==> src/rtl/leaf_bridge_pkg.sv <==
// rtl/leaf_bridge_pkg.sv - shared types and helpers for the leaf user bridge
package leaf_bridge_pkg;

  typedef enum logic [1:0] {
    ST_IDLE  = 2'd0,
    ST_START = 2'd1,
    ST_HALT  = 2'd2
  } bridge_state_t;

  localparam int RUN_COUNT_BITS = 16;

  // Bit offset of channel ch inside a packed multi-channel bus.
  function automatic int unsigned chan_lsb(input int unsigned ch, input int unsigned width);
    return ch * width;
  endfunction

endpackage

==> src/rtl/leaf_bridge_fifo.sv <==
// rtl/leaf_bridge_fifo.sv - synchronous first-word-fall-through FIFO with registered head
module leaf_bridge_fifo #(
  parameter int WIDTH      = 32,
  parameter int DEPTH_LOG2 = 4
) (
  input  logic             clk,
  input  logic             reset,
  input  logic [WIDTH-1:0] in_tdata,
  input  logic             in_tvalid,
  output logic             in_tready,
  output logic [WIDTH-1:0] out_tdata,
  output logic             out_tvalid,
  input  logic             out_tready
);

  localparam int DEPTH = 1 << DEPTH_LOG2;

  logic [WIDTH-1:0]    mem [DEPTH];
  logic [DEPTH_LOG2:0] wr_ptr, rd_ptr, wr_ptr_nxt, rd_ptr_nxt;
  logic [WIDTH-1:0]    head;
  logic                full, empty, push, pop;

  assign full  = (wr_ptr[DEPTH_LOG2] != rd_ptr[DEPTH_LOG2]) &&
                 (wr_ptr[DEPTH_LOG2-1:0] == rd_ptr[DEPTH_LOG2-1:0]);
  assign empty = (wr_ptr == rd_ptr);

  // Full blocks a push even if a pop frees a slot in the same cycle.
  assign push = in_tvalid & ~full;
  assign pop  = out_tvalid & out_tready;

  assign wr_ptr_nxt = wr_ptr + {{DEPTH_LOG2{1'b0}}, push};
  assign rd_ptr_nxt = rd_ptr + {{DEPTH_LOG2{1'b0}}, pop};

  assign in_tready  = ~full;
  assign out_tvalid = ~empty;
  assign out_tdata  = head;

  always_ff @(posedge clk) begin
    if (push) begin
      mem[wr_ptr[DEPTH_LOG2-1:0]] <= in_tdata;
    end
  end

  // Head register tracks the slot rd_ptr will point at; a word landing in an
  // empty FIFO is forwarded straight from the input. When empty it holds.
  always_ff @(posedge clk) begin
    if (reset) begin
      wr_ptr <= '0;
      rd_ptr <= '0;
      head   <= '0;
    end else begin
      wr_ptr <= wr_ptr_nxt;
      rd_ptr <= rd_ptr_nxt;
      if (rd_ptr_nxt != wr_ptr_nxt) begin
        if (push && (rd_ptr_nxt == wr_ptr)) begin
          head <= in_tdata;
        end else begin
          head <= mem[rd_ptr_nxt[DEPTH_LOG2-1:0]];
        end
      end
    end
  end

endmodule

==> src/rtl/leaf_user_bridge.sv <==
// rtl/leaf_user_bridge.sv - leaf interface to HLS kernel stream bridge with ap_ctrl_hs sequencer
module leaf_user_bridge
  import leaf_bridge_pkg::*;
#(
  parameter int PAYLOAD_BITS    = 32,
  parameter int NUM_IN          = 2,
  parameter int NUM_OUT         = 2,
  parameter int FIFO_DEPTH_LOG2 = 4,
  parameter bit AUTO_RESTART    = 1'b1
) (
  input  logic                            clk,
  input  logic                            reset,
  input  logic                            kernel_en,
  input  logic [NUM_IN*PAYLOAD_BITS-1:0]  dout_leaf_interface2user,
  input  logic [NUM_IN-1:0]               vld_interface2user,
  output logic [NUM_IN-1:0]               ack_user2interface,
  output logic [NUM_IN*PAYLOAD_BITS-1:0]  Input_V_TDATA,
  output logic [NUM_IN-1:0]               Input_V_TVALID,
  input  logic [NUM_IN-1:0]               Input_V_TREADY,
  input  logic [NUM_OUT*PAYLOAD_BITS-1:0] Output_V_TDATA,
  input  logic [NUM_OUT-1:0]              Output_V_TVALID,
  output logic [NUM_OUT-1:0]              Output_V_TREADY,
  output logic [NUM_OUT*PAYLOAD_BITS-1:0] din_leaf_user2interface,
  output logic [NUM_OUT-1:0]              vld_user2interface,
  input  logic [NUM_OUT-1:0]              ack_interface2user,
  output logic                            ap_rst_n,
  output logic                            ap_start,
  input  logic                            ap_done,
  input  logic                            ap_idle,
  output logic [RUN_COUNT_BITS-1:0]       run_count
);

  bridge_state_t state, state_nxt;
  logic          count_inc;
  logic          idle_unused;

  assign ap_rst_n    = ~reset;
  assign idle_unused = ap_idle;

  for (genvar i = 0; i < NUM_IN; i++) begin : g_in
    localparam int unsigned LSB = chan_lsb(i, PAYLOAD_BITS);
    leaf_bridge_fifo #(
      .WIDTH      (PAYLOAD_BITS),
      .DEPTH_LOG2 (FIFO_DEPTH_LOG2)
    ) u_fifo (
      .clk        (clk),
      .reset      (reset),
      .in_tdata   (dout_leaf_interface2user[LSB +: PAYLOAD_BITS]),
      .in_tvalid  (vld_interface2user[i]),
      .in_tready  (ack_user2interface[i]),
      .out_tdata  (Input_V_TDATA[LSB +: PAYLOAD_BITS]),
      .out_tvalid (Input_V_TVALID[i]),
      .out_tready (Input_V_TREADY[i])
    );
  end

  for (genvar j = 0; j < NUM_OUT; j++) begin : g_out
    localparam int unsigned LSB = chan_lsb(j, PAYLOAD_BITS);
    leaf_bridge_fifo #(
      .WIDTH      (PAYLOAD_BITS),
      .DEPTH_LOG2 (FIFO_DEPTH_LOG2)
    ) u_fifo (
      .clk        (clk),
      .reset      (reset),
      .in_tdata   (Output_V_TDATA[LSB +: PAYLOAD_BITS]),
      .in_tvalid  (Output_V_TVALID[j]),
      .in_tready  (Output_V_TREADY[j]),
      .out_tdata  (din_leaf_user2interface[LSB +: PAYLOAD_BITS]),
      .out_tvalid (vld_user2interface[j]),
      .out_tready (ack_interface2user[j])
    );
  end

  // A run in progress is never aborted: kernel_en is only honoured on ap_done.
  always_comb begin
    state_nxt = state;
    count_inc = 1'b0;
    case (state)
      ST_IDLE: begin
        if (kernel_en) state_nxt = ST_START;
      end
      ST_START: begin
        if (ap_done) begin
          count_inc = 1'b1;
          if (!kernel_en)         state_nxt = ST_IDLE;
          else if (!AUTO_RESTART) state_nxt = ST_HALT;
        end
      end
      ST_HALT: begin
        if (!kernel_en) state_nxt = ST_IDLE;
      end
      default: state_nxt = ST_IDLE;
    endcase
  end

  always_ff @(posedge clk) begin
    if (reset) begin
      state     <= ST_IDLE;
      run_count <= '0;
    end else begin
      state <= state_nxt;
      if (count_inc) run_count <= run_count + RUN_COUNT_BITS'(1);
    end
  end

  assign ap_start = (state == ST_START);

endmodule

==> config.mk <==
export PLATFORM = sky130hd
export DESIGN_NAME = leaf_user_bridge
export DESIGN_NICKNAME = d
export VERILOG_FILES = /design/src/rtl/leaf_bridge_pkg.sv /design/src/rtl/leaf_bridge_fifo.sv /design/src/rtl/leaf_user_bridge.sv
export SDC_FILE = /design/constraint.sdc
export NUM_CORES = 2
export LEC_CHECK = 0
export ABC_CLOCK_PERIOD_IN_PS = 7600
export BUFFER_PORTS_ARGS = -buffer_cell sky130_fd_sc_hd__buf_2
export CORE_AREA = 2 2 382 422
export DETAILED_ROUTE_END_ITERATION = 8
export DIE_AREA = 0 0 384 424
export PLACE_DENSITY = 0.76
export SYNTH_ARGS = -nofsm -noshare
export SYNTH_HDL_FRONTEND = slang
export SYNTH_SLANG_ARGS = --single-unit
==> constraint.sdc <==
create_clock -name clk -period 7.6 [get_ports clk]
set_input_delay 1.9 -clock clk [delete_from_list [all_inputs] [get_ports clk]]
set_output_delay 1.9 -clock clk [all_outputs]
set_load 0.02 [all_outputs]
# == After elaboration in Yosys (flattened, before gate mapping) ==
# Memory sizes are Yosys's and may differ from the RTL's.
# Cells that the tools add are included.
# op_classes
addsub,9
eq_ne,24
n_mux,18
bitwise,17
reduce_logical,10
# ops
operator,count
two-way mux 32 bit,4
adder 5 x 1 -> 5 bit,8
== test 5 bit,8
inequality test 5 bit,4
"adder 16 x 1 -> 16 bit, second input constant",1
== test 4 bit,4
two-way mux 1 bit,10
inverter 1 bit,9
bitwise AND 1 bit,8
logical AND 1 bit,8
two-way mux 2 bit,3
case mux 2 bit (3 select lines),1
inequality test 1 bit,4
"== test 2 x 1 -> 1 bit, second input constant",1
"== test 2 bit, second input constant",1
zero test 2 bit,1
"inequality test 2 x 1 -> 1 bit, second input constant",1
"inequality test 2 bit, second input constant",1
AND reduction 2 bit,1
# totals
register_bits,186
ram_bits,2048
in_bits,141
elab_cells,96
memories,4
# mem_list
name,words,word_bits,rd,rd_clocked_by_memory_dff,wr,line_no,source
g_in[0].u_fifo.mem,16,32,1,0,1,leaf_bridge_fifo.sv:18,logic [WIDTH-1:0] mem [DEPTH];
g_in[1].u_fifo.mem,16,32,1,0,1,leaf_bridge_fifo.sv:18,
g_out[0].u_fifo.mem,16,32,1,0,1,leaf_bridge_fifo.sv:18,
g_out[1].u_fifo.mem,16,32,1,0,1,leaf_bridge_fifo.sv:18,

# == Logic depth before layout (Yosys ltp) ==
# depth
word_depth,7
mapped_depth,16

# == Cells and area by module ==
# A second synthesis with hierarchy kept.
# unflattened
hier_cells,4299
area_unflattened_um2,87898.1
# modules_own_cells
mod,instances,cells_per_inst,area_per_inst_um2,seq_area_each_um2
leaf_bridge_fifo at g_in[1].u_fifo ...,2,1061,21916.0,16215.6
leaf_bridge_fifo at g_in[0].u_fifo,1,1067,22058.7,16215.6
leaf_bridge_fifo at g_out[1].u_fifo,1,1023,21210.3,16215.6
leaf_user_bridge,1,87,797.0,340.3

# == Least setup slack after synthesis ==
# Ideal clock, no wire load.
# synth_timing
path_type,input-to-reg
start,input vld_interface2user[1]
end,"memory g_in[1].u_fifo.mem[1][0], enable pin"
setup_ns,0.513
t_arrival_ns,5.593
required_time_ns,7.087
path_slack_ns,1.493
cell_stages,2
path_buffers,0
path_cell_list,a21boi_2 > nor4b_1
# synth_between
elab_chain_len,3
# synth_rtl
element,line_no,source
from (decl),leaf_user_bridge.sv:15,"input logic [NUM_IN-1:0] vld_interface2user,"
bitwise AND 1 bit,leaf_bridge_fifo.sv:28,assign push = in_tvalid & ~full;
two-way mux 1 bit,leaf_bridge_fifo.sv:39,if (push) begin
two-way mux 1 bit (not written as such),leaf_bridge_fifo.sv:40,mem[wr_ptr[DEPTH_LOG2-1:0]] <= in_tdata;
to (decl),leaf_bridge_fifo.sv:18,
# No other way between the ends.

# == Worst setup path after layout ==
# layout_timing
start,register g_out[0].u_fifo.wr_ptr[1]
end,register g_out[0].u_fifo.head[30]
# layout_between
elab_chain_len,7
elab_cells_between_ends,14
cone_classes,add/sub: 2; eq/ne: 4; mux: 1; bitwise: 4; reduce/logical: 2; memory: 1
# layout_rtl
element,line_no,source
from (decl),leaf_bridge_fifo.sv:19,"logic [DEPTH_LOG2:0] wr_ptr, rd_ptr, wr_ptr_nxt, rd_ptr_nxt;"
from (signal assigned),leaf_bridge_fifo.sv:52,wr_ptr <= wr_ptr_nxt;
"parallel branches: the longest is 7 deep, another holds memory read (16 x 32 bit)",--,
to (signal assigned),leaf_bridge_fifo.sv:56,head <= in_tdata;
to (signal assigned),leaf_bridge_fifo.sv:58,head <= mem[rd_ptr_nxt[DEPTH_LOG2-1:0]];
to (decl),leaf_bridge_fifo.sv:20,logic [WIDTH-1:0] head;
# Several ways; the timed one is not identified.
# A chain may end at the register's enable or synchronous reset.

==> summary.md <==
| Metric | Value |
|---|---|
| Leakage Power | between 0.03 and 0.04 uW |
| Worst Setup Path Type | register to register |
| Post-Route WL | 199300 um |
| Endpoint with the worst hold slack | g_in[0].u_fifo.out_tdata[10] |
| Hold buffer count at cts | 0 |
| Initial antenna violation count | 46 |
| FILL cells | 10610 |
| Post-DP HPWL | between 100000 and 150000 um |
| Ranking of synthesized cells by area | edfxtp_1, mux4_2, dfxtp_1, mux2i_1, nand2_1 |
| Setup Skew | ~0.063 ns |
| Max Clock Freq | around 200 MHz |
| Worst reg2reg path depth | 13 |
| Seq. cell area | approximately 65000 sq um |
| Total number of vias | between 40000 and 50000 |
| Io pins | 295 |
| Most frequent cells in the layout | edfxtp_1, mux4_2, nand2_1 |
| Initial core utilization | between 50% and 60% |
| CP Launch Type | register |
| Critical path fanouts, max | 38 |
| Tmin final | between 5 and 6 ns |
| Flip-flop and latch count after synthesis | between 2000 and 2500 |
| WL/cell | slightly below 30 um |
| FF-to-FF Start | g_out[0].u_fifo.wr_ptr[1] |
| Cells after Synth | about 4300 |
| Slew Viols, Final | 0 |
| Area grow syn2layout | 13.16% |
| Overall die area | approximately 160000 sq um |
| Row Count | between 150 and 200 |
| Placer Congestion | roughly 0.80 |
| Worst-Margin Slew | about 1.2 ns |
| Synth area leader | edfxtp_1 |
| Async SR Flop Fraction | 0% |
| FF-to-FF End | g_out[0].u_fifo.out_tdata[30] |
| Period Utilization, post-route | around 66% |
| CORE AREA | ~160000 sq um |
| Final setup viols | 0 |
| Die height | between 400 and 500 um |
| Reg2Reg Setup Slack | 2.57 ns |
| Power Density | between 300 and 400 nW/um^2 |
| Grt total ovfl | 0 |
| Tot GR Track Use | roughly a quarter |
| TritonRoute pass-1 iters | 5 |
| CTS resizes | 0 |
| Synth Flop Type | edfxtp_1 |
| Clock net sink count | ~2200 |
| Synth top area share | a little under three quarters |
| Placed cell areas | 90940 sq um |
| DRT iter0 DRCs | between 4000 and 5000 |
| Number of enable flip-flop cells after synthesis | a little over 2000 |
| Total power | roughly 31000 uW |
| Rel. slew slack | 21.51% |
| Arrival @ worst endpoint | between 5 and 6 ns |
| Util after Layout | between 60% and 70% |
| Status | completed |
| First-pass GRT wire length | approximately 300000 um |
| Sequential share of the synthesized area | roughly three quarters |
| Largest net degree at the start of global routing | approximately 130 |
| Setup Fix Bufs, Post-CTS | 0 |
| Worst Hold Class | register to register |
| Clk pin slew, worst setup/hold paths | roughly 0.06 ns |
| Worst VDD drop | approximately 0.26 mV |
| Synthesized area | just under 90000 sq um |
| Synth Area per Inst | 20.34 sq um |
| Antenna-violating nets left | 0 |
| Number of global-route vias before repair | around 45000 |
| Commonest non-fill, non-tap cell in the layout | edfxtp_1 |
| Residual DRC | 0 |
| Max-cap violations | 0 |
| Fin nets | 4767 |
| Clock Latency Late Sink | just under 0.9 ns |
| Synthesized Nets | 4415 |
| Unique masters post-synth | between 60 and 70 |
| CTS tree | yes |
| Final Hold Fails | 0 |
| Die X | around 380 um |
| Total CTS buffers | slightly above 200 |
| Hold path cells | 1 |
| Finished Cell Area | between 90000 and 100000 sq um |
| WP data required | 8.30 ns |
| H-Tree Depth | 4 |
| Warnings, synthesis | 0 |
| Setup_tns | 0 ns |
| Multi-input gate area | approximately 21000 sq um |
| Vias/cell | around 6.3 |
| CTS root buf | clkbuf_16 |
| CP endpoint kind | register |
| CTS Buffer Depth | 3 |
| RSZ-0062 raised after global routing | false |
| Number of buffers added on ports | about 290 |
| Critical hold path startpoint | g_in[0].u_fifo.out_tdata[10] |
| Layout cells sized above 1 | between 20% and 30% |
## where the power goes
| group | internal (uW) | switching, uW | total (uW) |
|---|---|---|---|
| Combinational | 2960 | 3720 | 6680 |
| Clock | 5920 | 4570 | 10500 |
| Sequential | 13900 | 291 | 14200 |
| Total | 22800 | 8580 | 31400 |
## worst max path at each step
stage / end / depth (start not counted) / slack (ns) / from
6_report: g_out[0].u_fifo.out_tdata[30] / 13 / 2.57 / g_out[0].u_fifo.wr_ptr[1]
5_1_grt: g_out[0].u_fifo.out_tdata[30] / 13 / 2.15 / g_out[0].u_fifo.wr_ptr[1]
4_1_cts: g_out[0].u_fifo.out_tdata[30] / 13 / 2.53 / g_out[0].u_fifo.wr_ptr[1]
3_5_place_dp: g_out[0].u_fifo.out_tdata[19] / 12 / 2.10 / ack_interface2user[0]
3_3_place_gp: g_out[0].u_fifo.out_tdata[26] / 12 / 2.14 / ack_interface2user[0]
2_1_floorplan: g_in[1].u_fifo.mem[1][0] / 2 / 1.49 / vld_interface2user[1]
## metal layers
metal  vias to the layer above  GRT usage [%]  wire length [um]
met5                         -              0               232
li1                      18120              -                 -
met1                     22700          31.83             73010
met4                        40          8.203              5861
met3                       425          5.468             18210
met2                      2044          41.65            101900
## critical path, cell delays in order, from the launching register on
cell and delay [ns]:
dfxtp_1 0.63, xor2_1 0.15, nor4_1 0.36, nand2b_1 0.28, and2_1 0.28, ha_4 0.18
ha_4 0.18, xor2_4 0.27, buf_4 0.72, xnor2_1 0.16, nor3_1 0.25, nand3_2 0.54
buf_4 0.54, a211oi_1 0.35
## Yosys cell counts, types with 6 or more instances
library cell / n
mux4_2: 544
inv_1: 6
buf_4: 29
nand2b_1: 33
a32oi_1: 22
xor2_1: 52
nand3b_1: 6
nor3_1: 18
and2_1: 9
a311oi_1: 16
a211oi_1: 64
a311oi_2: 26
nor2b_1: 18
mux2i_1: 137
a32o_1: 22
buf_2: 118
xnor2_1: 35
dfxtp_1: 185
nand4_1: 29
a21oi_1: 9
o211ai_1: 23
nor2_1: 194
nand2_1: 297
clkbuf_1: 99
ha_1: 17
buf_6: 11
nand3_1: 123
edfxtp_1: 2048
## logic make-up (layout without fill, tap and decap cells)
family	count (synthesis)	after routing	share of synthesized area [%]
DFF	2233	2233	75.29
and+or+nand+nor	761	761	3.966
muxes	683	683	15.79
buffers and inverters	269	805	1.559
AOI/OAI and AO/OA	198	198	2.050
xor gates and xnor gates	96	96	1.095
adders and majority gates	17	17	0.2456
other	0	15	0
## flip-flops by register name, summed over array words and instances, names as in the netlist
| register | flops |
|---|---|
| g_in.u_fifo.mem | 1024 |
| g_out.u_fifo.mem | 1024 |
| g_in.u_fifo.rd_ptr | 10 |
| g_out.u_fifo.out_tdata | 64 |
| g_out.u_fifo.rd_ptr | 10 |
| state | 1 |
| run_count | 16 |
| g_in.u_fifo.out_tdata | 64 |
| g_out.u_fifo.wr_ptr | 10 |
| g_in.u_fifo.wr_ptr | 10 |
## stage by stage
| stage | instances | hold WS [ns] | setup slack [ns] |
|---|---|---|---|
| finish | 6914 | 0.4615 | 2.573 |
| global route | 6908 | 0.4944 | 2.148 |
| CTS | 6899 | 0.4661 | 2.530 |
| detailed placement | 6506 | 0.4510 | 2.101 |
| global placement | 6506 | 0.4438 | 2.143 |
| floorplan | 4257 | 0.5285 | 1.493 |
## layout make-up
| cell class | instances | share of cell area (%) |
|---|---|---|
| Tap cell | 2106 | 2.689 |
| Clock inverter | 116 | 1.319 |
| Clock buffer | 277 | 5.841 |
| Multi-Input combinational cell | 1755 | 21.12 |
| Inverter | 6 | 0.02298 |
| Antenna cell | 15 | 0.03830 |
| Sequential cell | 2233 | 66.53 |
| Timing Repair Buffer | 406 | 2.435 |
Note: power is estimated with default switching activity, not from simulation.
